==> src/rtl/game_countdown_timer_if.sv <==
// ----------------------------------------------------------------------------
// game_countdown_timer_if
// Groups the control inputs and HUD/game-control outputs of the round
// countdown timer.
//   tick_in        slow 1 Hz divider level (asynchronous to the timer clock)
//   start/pause    level controls; restart reloads the round time
//   seconds_left   remaining seconds, binary
//   bcd_tens/ones  decimal digits of seconds_left
//   running        timer is counting
//   expired_pulse  single-cycle strobe when the count reaches zero
//   time_up        round over
//   warn           low-time indicator
// Modports: master = game control / testbench side, slave = timer side.
// ----------------------------------------------------------------------------
interface game_countdown_timer_if;
    logic       tick_in;
    logic       start;
    logic       pause;
    logic       restart;
    logic [6:0] seconds_left;
    logic [3:0] bcd_tens;
    logic [3:0] bcd_ones;
    logic       running;
    logic       expired_pulse;
    logic       time_up;
    logic       warn;

    modport master (
        output tick_in, start, pause, restart,
        input  seconds_left, bcd_tens, bcd_ones, running, expired_pulse,
               time_up, warn
    );

    modport slave (
        input  tick_in, start, pause, restart,
        output seconds_left, bcd_tens, bcd_ones, running, expired_pulse,
               time_up, warn
    );
endinterface

==> src/rtl/game_countdown_timer.sv <==
// ----------------------------------------------------------------------------
// game_countdown_timer
// Turns the toggling 1 Hz divider output into the round countdown. The tick
// level is synchronised into clk_25MHz, its rising edges are detected, and a
// small start/pause/expire state machine decrements the seconds count.
// Ports:
//   clk_25MHz  system clock
//   reset      synchronous, active-high
//   bus        game_countdown_timer_if.slave (controls in, count/status out)
// Parameters:
//   START_SECONDS  count loaded on reset/restart (1..99)
//   WARN_SECONDS   warn threshold (0..99)
// Optional feature macro: GAME_TIMER_WARN_BLINK_EN
//   defined   : warn blinks (toggles per second) inside the warn window,
//               steady 1 once expired, held while paused
//   undefined : warn is a steady level, (seconds_left <= WARN_SECONDS) and
//               not idle
//
// state | meaning
// ------+-----------------------------------------------
// IDLE  | loaded, waiting for start; ticks ignored
// RUN   | counting down one per tick edge
// PAUSE | count frozen; start with pause low resumes
// DONE  | count is 0, time_up high; only restart/reset exit
// ----------------------------------------------------------------------------
module game_countdown_timer #(
    parameter int START_SECONDS = 60,
    parameter int WARN_SECONDS  = 10
) (
    input  logic                    clk_25MHz,
    input  logic                    reset,
    game_countdown_timer_if.slave   bus
);

    typedef enum logic [1:0] {
        ST_IDLE  = 2'd0,
        ST_RUN   = 2'd1,
        ST_PAUSE = 2'd2,
        ST_DONE  = 2'd3
    } state_t;

    localparam logic [6:0] LP_START = 7'(START_SECONDS);
    localparam logic [6:0] LP_WARN  = 7'(WARN_SECONDS);

    state_t     r_state;
    state_t     w_state_nxt;
    logic       r_s1, r_s2, r_s3;
    logic [6:0] r_secs;
    logic [6:0] w_secs_nxt;
    logic [3:0] r_tens, r_ones;
    logic       r_running;
    logic       r_expired;
    logic       w_expired_nxt;
    logic       r_time_up;
    logic       r_warn;
    logic       w_warn_nxt;
    logic       w_tick_edge;

    assign w_tick_edge = r_s2 & ~r_s3;

    always_ff @(posedge clk_25MHz) begin
        if (reset) begin
            r_s1      <= 1'b0;
            r_s2      <= 1'b0;
            r_s3      <= 1'b0;
            r_state   <= ST_IDLE;
            r_secs    <= LP_START;
            r_tens    <= 4'(LP_START / 7'd10);
            r_ones    <= 4'(LP_START % 7'd10);
            r_running <= 1'b0;
            r_expired <= 1'b0;
            r_time_up <= 1'b0;
            r_warn    <= 1'b0;
        end else begin
            r_s1      <= bus.tick_in;
            r_s2      <= r_s1;
            r_s3      <= r_s2;
            r_state   <= w_state_nxt;
            r_secs    <= w_secs_nxt;
            // Digits come from the next count so they never lag the binary value.
            r_tens    <= 4'(w_secs_nxt / 7'd10);
            r_ones    <= 4'(w_secs_nxt % 7'd10);
            r_running <= (w_state_nxt == ST_RUN);
            r_expired <= w_expired_nxt;
            r_time_up <= (w_state_nxt == ST_DONE);
            r_warn    <= w_warn_nxt;
        end
    end

    always_comb begin
        w_state_nxt   = r_state;
        w_secs_nxt    = r_secs;
        w_expired_nxt = 1'b0;
        w_warn_nxt    = r_warn;

        if (bus.restart) begin
            w_state_nxt = ST_IDLE;
            w_secs_nxt  = LP_START;
            w_warn_nxt  = 1'b0;
        end else begin
            case (r_state)
                ST_IDLE: begin
                    if (!bus.pause && bus.start) begin
                        w_state_nxt = ST_RUN;
                    end
                end
                ST_RUN: begin
                    // Pause beats a coincident tick: no decrement on that edge.
                    if (bus.pause) begin
                        w_state_nxt = ST_PAUSE;
                    end else if (w_tick_edge) begin
                        if (r_secs > 7'd1) begin
                            w_secs_nxt = r_secs - 7'd1;
`ifdef GAME_TIMER_WARN_BLINK_EN
                            // Warn is 0 above the threshold, so the first
                            // toggle inside the window lands on 1.
                            if ((r_secs - 7'd1) <= LP_WARN) begin
                                w_warn_nxt = ~r_warn;
                            end
`endif
                        end else begin
                            w_secs_nxt    = 7'd0;
                            w_state_nxt   = ST_DONE;
                            w_expired_nxt = 1'b1;
`ifdef GAME_TIMER_WARN_BLINK_EN
                            w_warn_nxt    = 1'b1;
`endif
                        end
                    end
                end
                ST_PAUSE: begin
                    if (bus.start && !bus.pause) begin
                        w_state_nxt = ST_RUN;
                    end
                end
                default: begin
                    w_state_nxt = ST_DONE;
                end
            endcase
        end

`ifndef GAME_TIMER_WARN_BLINK_EN
        w_warn_nxt = (w_secs_nxt <= LP_WARN) && (w_state_nxt != ST_IDLE);
`endif
    end

    assign bus.seconds_left  = r_secs;
    assign bus.bcd_tens      = r_tens;
    assign bus.bcd_ones      = r_ones;
    assign bus.running       = r_running;
    assign bus.expired_pulse = r_expired;
    assign bus.time_up       = r_time_up;
    assign bus.warn          = r_warn;

endmodule

==> src/flat_wrapper.sv <==
// flat-port wrapper written by rule: the top's interface ports become plain ports
module game_countdown_timer_flat 
#(
    parameter int START_SECONDS = 60,
    parameter int WARN_SECONDS  = 10
)
  (clk_25MHz, reset, bus_tick_in, bus_start, bus_pause, bus_restart, bus_seconds_left, bus_bcd_tens, bus_bcd_ones, bus_running, bus_expired_pulse, bus_time_up, bus_warn);
  game_countdown_timer_if bus_i ();
  input  logic clk_25MHz;
  input  logic reset;
  input wire logic [$bits(bus_i.tick_in)-1:0] bus_tick_in;
  input wire logic [$bits(bus_i.start)-1:0] bus_start;
  input wire logic [$bits(bus_i.pause)-1:0] bus_pause;
  input wire logic [$bits(bus_i.restart)-1:0] bus_restart;
  output wire logic [$bits(bus_i.seconds_left)-1:0] bus_seconds_left;
  output wire logic [$bits(bus_i.bcd_tens)-1:0] bus_bcd_tens;
  output wire logic [$bits(bus_i.bcd_ones)-1:0] bus_bcd_ones;
  output wire logic [$bits(bus_i.running)-1:0] bus_running;
  output wire logic [$bits(bus_i.expired_pulse)-1:0] bus_expired_pulse;
  output wire logic [$bits(bus_i.time_up)-1:0] bus_time_up;
  output wire logic [$bits(bus_i.warn)-1:0] bus_warn;
  assign bus_i.tick_in = bus_tick_in;
  assign bus_i.start = bus_start;
  assign bus_i.pause = bus_pause;
  assign bus_i.restart = bus_restart;
  assign bus_seconds_left = bus_i.seconds_left;
  assign bus_bcd_tens = bus_i.bcd_tens;
  assign bus_bcd_ones = bus_i.bcd_ones;
  assign bus_running = bus_i.running;
  assign bus_expired_pulse = bus_i.expired_pulse;
  assign bus_time_up = bus_i.time_up;
  assign bus_warn = bus_i.warn;
  game_countdown_timer #(.START_SECONDS(START_SECONDS), .WARN_SECONDS(WARN_SECONDS)) u_core (.clk_25MHz(clk_25MHz), .reset(reset), .bus(bus_i));
endmodule
==> config.mk <==
export PLATFORM = sky130hd
export DESIGN_NAME = game_countdown_timer_flat
export DESIGN_NICKNAME = d
export VERILOG_FILES = /design/src/rtl/game_countdown_timer_if.sv /design/src/rtl/game_countdown_timer.sv /design/src/flat_wrapper.sv
export SDC_FILE = /design/constraint.sdc
export NUM_CORES = 1
export LEC_CHECK = 0
export ABC_CLOCK_PERIOD_IN_PS = 5270
export CELL_PAD_IN_SITES_DETAIL_PLACEMENT = 0
export CELL_PAD_IN_SITES_GLOBAL_PLACEMENT = 2
export CORE_ASPECT_RATIO = 0.8
export CORE_MARGIN = 2
export CORE_UTILIZATION = 36
export DETAILED_ROUTE_END_ITERATION = 10
export DONT_BUFFER_PORTS = 1
export MAX_ROUTING_LAYER = met4
export PLACE_DENSITY = 0.74
export SYNTH_ARGS = -nofsm -noshare
export SYNTH_HDL_FRONTEND = slang
export SYNTH_SLANG_ARGS = --single-unit
==> constraint.sdc <==
create_clock -name clk_25MHz -period 5.27 [get_ports clk_25MHz]
set_clock_uncertainty 0.05 [all_clocks]
set_input_delay 0.527 -clock clk_25MHz [delete_from_list [all_inputs] [get_ports clk_25MHz]]
set_output_delay 0.527 -clock clk_25MHz [all_outputs]
set_load 0.1 [all_outputs]
======== Word level (Yosys, flattened, before mapping) ========
Cells that the tools add are included.
word-level totals
  register bits ........................... 24
  bits of input ports ..................... 6
  output and inout port bits .............. 19
  word-level logic and storage cells ...... 43
operators by class
  $add $sub $neg .......................... 1
  div/mod/pow operators ................... 2
  order comparisons ....................... 2
  equality and inequality tests ........... 4
  mux-type cells .......................... 12
  bitwise logic cells ..................... 4
  reduce and logical (&&, ||, !) cells .... 7
operators with widths
  cell                                                                              number
  7-bit 2-to-1 mux                                                                  5
  2-bit 2-to-1 mux                                                                  5
  7-bit by 4-bit divider with 7-bit output, second input constant                   1
  7-bit by 1-bit greater-than comparator with 1-bit output, second input constant   1
  7-bit by 4-bit less-or-equal comparator with 1-bit output, second input constant  1
  7-bit by 4-bit modulo with 7-bit output, second input constant                    1
  7-bit by 1-bit subtractor with 7-bit output, second input constant                1
  5-bit OR reduction                                                                1
  2-bit by 1-bit == test with 1-bit output, second input constant                   2
  2-bit == test, second input constant                                              2
  2-bit case mux with 2 select lines                                                1
  1-bit inverter                                                                    3
  1-bit logical AND                                                                 2
  2-bit zero test                                                                   1
  2-bit nonzero test                                                                1
  2-bit OR reduction                                                                1
  1-bit AND                                                                         1
  1-bit zero test                                                                   1
  1-bit 2-to-1 mux                                                                  1

======== Longest topological paths before layout ========
  depth in word-level cells ............... 8
  mapped depth ............................ 17
  mapped depth without buffers ............ 17

======== Least setup slack after synthesis ========
OpenSTA, ideal clock, no wires.
  path kind ............................... reg2reg
  from .................................... register u_core.bus.bcd_ones[0] (netlist name)
  to ...................................... register u_core.r_ones[1] (netlist: u_core.bus.bcd_ones[1])
  library setup time ...................... 0.123 ns
  arrival time ............................ 4.134 ns
  required time ........................... 5.097 ns
  path slack .............................. 0.962 ns
  stages on the path, launching flop included .. 18
  path buffers ............................ 0
  cell sequence ........................... dfxtp_1 > inv_1 > ha_1 > nor3b_1 > nand4_1 > nand3b_1 > or4_4 > nand3_4 > a21oi_1 > nor2_1 > a21oi_1 > ha_1 > inv_1 > a31oi_1 > o21ai_0 > a311oi_1 > a211oi_2 > mux2_1
RTL lines
  what                    line                        RTL
  end signal: assignment  game_countdown_timer.sv:69  r_ones <= 4'(LP_START % 7'd10);
  end signal: assignment  game_countdown_timer.sv:82  r_ones <= 4'(w_secs_nxt % 7'd10);
  end: declaration        game_countdown_timer.sv:50  logic [3:0] r_tens, r_ones;

==> metrics.txt <==
post-CTS resize count=0; final hold violations=0; Synth Register Bits=23; CP Capture Type=register; Startpoint Class=register; Final GP Congestion=0.8558; top cells by area, synth=dfxtp_1 34%, a21oi_1 5.6%, nor2b_1 4.7%, nor2_1 4.5%, o21ai_0 3.4%; Worst Max-Slew Pin Slew=0.9459 ns; Power Dens Cells=206.7 nW/µm²; Seq/Total Area, Yosys=0.3449; Ys Warns=0; setup ws final=1.151 ns; Overflow after GRT=0; WHS Endpoint=u_core.bus.bcd_ones[3]$_SDFF_PP0_; Layout Area Growth over Synthesis=10.22%; Worst slew margin=0.3686; Avg Cell Area, Syn=8.140 µm²; WP data required=5.38 ns; worst IR drop on VDD=98.27 µV; largest net degree at the start of global routing=15; Routed Antenna Nets=0; CP Class=register to register; clk_lat worst skew=0.27 ns; final core utilization=0.4211; gr usage total=0.1694; Post-synth top cells=23 x dfxtp_1, 16 x nor2_1, 15 x a21oi_1, 10 x nor2b_1; Synth async-reset ratio=0; Register Area=461.7 µm²; Final #Nets=180; Post-synth EDFFs=0; Lkg Pwr=0.5527 nW; CP Max Fanout=7; Psw=0.07184 mW; endpoints failing setup=0; Die X=72.09 µm; initial antenna violation count=0; fillers=365; final hold slack=0.2634 ns; n_diodes=0; syn nets=173; Final Critical Period=4.119 ns; CTS Buf Count=3; drt pass-1 iters=4; Routed WL per cell=15.20 µm; Mapped Cells=164; Initial Util=0.3820; fmax=242.8 MHz; DRC=0; final period utilization=0.7816; Fin Setup TNS=0 ns; reg2reg setup slack=1.15 ns; Setup WS pre-CTS=1.181 ns; Clock Tree Root=clkbuf_8; Core ar.=3495 µm²; distinct cell type count after synthesis=47; Hold Path Stages=1; worst endpoint data arrival time=4.23 ns; first-pass GRT wire length=5.382 mm; Worst-path clk slew=0.09 ns; count leader, synth=dfxtp_1; vias in the first global route=1080; power share of the sequential group=0.586; Clock Path Buffers=2; r2r startpoint=u_core.bus.bcd_ones[0]$_SDFF_PP0_; Total Die Area=4214 µm²; Power Internal=0.2324 mW; Net Sw Frac=0.2362; H-tree levels=1; DR vias=1225; total clock sinks=23; Main synth FF type=dfxtp_1; post-synth top area share=0.3449; Reg2Reg Depth=17; Detail Placement HPWL=2.504 mm; Site Rows=19; min-delay src=reset; Post-CTS Setup Repair Bufs=0; Die H=58.47 µm; Comb power frac=0.031; Max Slew Vio Count=0; Post-Route WL=3.223 mm; total power=0.3042 mW; area leader, netlist=dfxtp_1; I/O pin count=25; outcome=complete, no violations; Clock power frac=0.383; CTS Hold Buffers Added=0; area occupied by multi-input gates=814.5 µm²; DRT iter0 DRCs=96; via density per instance=5.778; FF-to-FF End=u_core.bus.bcd_ones[1]$_SDFF_PP0_; TritonCTS clock tree=yes; max cap viols=0; Worst Hold Class=input pin to register; IO Port Bufs=0; RSZ-0062 raised after global routing=no; fraction of layout cells with a size suffix above 1=0.1412; Cell Area, Synth=1335 µm²
-- sequential cells by signal, summed over array words and instances, names as in the netlist --
| name | count |
|---|---|
| u_core.r_s1 | 1 |
| u_core.r_s3 | 1 |
| u_core.bus.bcd_ones | 4 |
| u_core.bus.running | 1 |
| u_core.bus.bcd_tens | 4 |
| u_core.bus.warn | 1 |
| u_core.r_state | 2 |
| u_core.bus.seconds_left | 6 |
| u_core.bus.time_up | 1 |
| u_core.r_s2 | 1 |
| u_core.bus.expired_pulse | 1 |
-- through the flow --
stage | std cells | cell area (µm²)
2_1_floorplan | 164 | 1335
3_3_place_gp | 208 | 1423
3_5_place_dp | 208 | 1423
4_1_cts | 212 | 1471
5_1_grt | 212 | 1471
6_report | 212 | 1471
-- layer usage --
layer / GRT usage / share of wire
met4: 0.03235 / 0.0071
met5: - / 0
met3: 0.04452 / 0.065
met2: 0.2438 / 0.42
met1: 0.2402 / 0.51
-- cell families (layout without fill, tap and decap cells) --
family	after synthesis	in the layout	share of synthesized area
xor gates and xnor gates	4	4	0.02624
AOI/OAI and AO/OA	43	43	0.2099
adders and majority gates	3	3	0.02812
and+or+nand+nor	74	74	0.3299
buffers and inverters	15	21	0.04499
muxes	2	2	0.01593
DFF	23	23	0.3449
-- placed cells by master, fill, tap and decap left out, types with 3 or more instances in the layout --
cell / count
and3_1: 5
or3_1: 3
nor2_1: 16
o21ai_0: 9
inv_1: 9
a21oi_1: 15
or2_2: 3
dfxtp_1: 22
clkbuf_8: 3
nor3_1: 4
nand2b_1: 3
nand4_1: 4
nor2b_1: 10
buf_4: 8
nand2_1: 8
nand3_1: 4
xnor2_1: 4
ha_1: 3
-- final cells by class --
| type | count | share of cell area |
|---|---|---|
| Clock buffer | 3 | 0.02806 |
| Clock inverter | 1 | 0.005102 |
| Sequential cell | 23 | 0.3138 |
| Timing Repair Buffer | 8 | 0.04082 |
| Inverter | 9 | 0.02296 |
| Tap cell | 42 | 0.03571 |
| Multi-Input combinational cell | 126 | 0.5536 |
-- power groups by stage --
stage / sequential, mW / clock, mW / combinational, mW
3_3_place_gp: 0.183 / 0 / 0.00929
5_1_grt: 0.179 / 0.127 / 0.0104
3_5_place_dp: 0.182 / 0 / 0.00926
6_report: 0.178 / 0.117 / 0.00929
4_1_cts: 0.178 / 0.120 / 0.00929
2_1_floorplan: 0.183 / 0 / 0.00892
-- how the worst max path moves through the flow --
stage / slack (ns) / depth (start not counted) / to / startpoint
6_report: 1.15 / 17 / u_core.bus.bcd_ones[1]$_SDFF_PP0_ / u_core.bus.bcd_ones[0]$_SDFF_PP0_
5_1_grt: 0.86 / 17 / u_core.bus.bcd_ones[1]$_SDFF_PP0_ / u_core.bus.bcd_ones[0]$_SDFF_PP0_
4_1_cts: 1.21 / 17 / u_core.bus.bcd_ones[1]$_SDFF_PP0_ / u_core.bus.bcd_ones[0]$_SDFF_PP0_
3_5_place_dp: 1.18 / 15 / u_core.bus.bcd_ones[1]$_SDFF_PP0_ / bus_pause
3_3_place_gp: 1.18 / 15 / u_core.bus.bcd_ones[1]$_SDFF_PP0_ / bus_pause
2_1_floorplan: 0.96 / 17 / u_core.bus.bcd_ones[1]$_SDFF_PP0_ / u_core.bus.bcd_ones[0]$_SDFF_PP0_
-- worst max-delay path, stage by stage (launching register included) --
cell	delay, ns
dfxtp_2	0.34
inv_1	0.12
ha_1	0.20
nor3b_1	0.46
a31oi_1	0.22
nand3b_1	0.33
or4_4	0.58
nand3_4	0.11
a21oi_1	0.08
nor2_1	0.09
a21oi_1	0.06
ha_1	0.23
inv_1	0.17
a31oi_1	0.06
o21ai_0	0.12
a311oi_1	0.15
a211oi_2	0.29
mux2_1	0.35
Power figures use the tool's default switching activity.
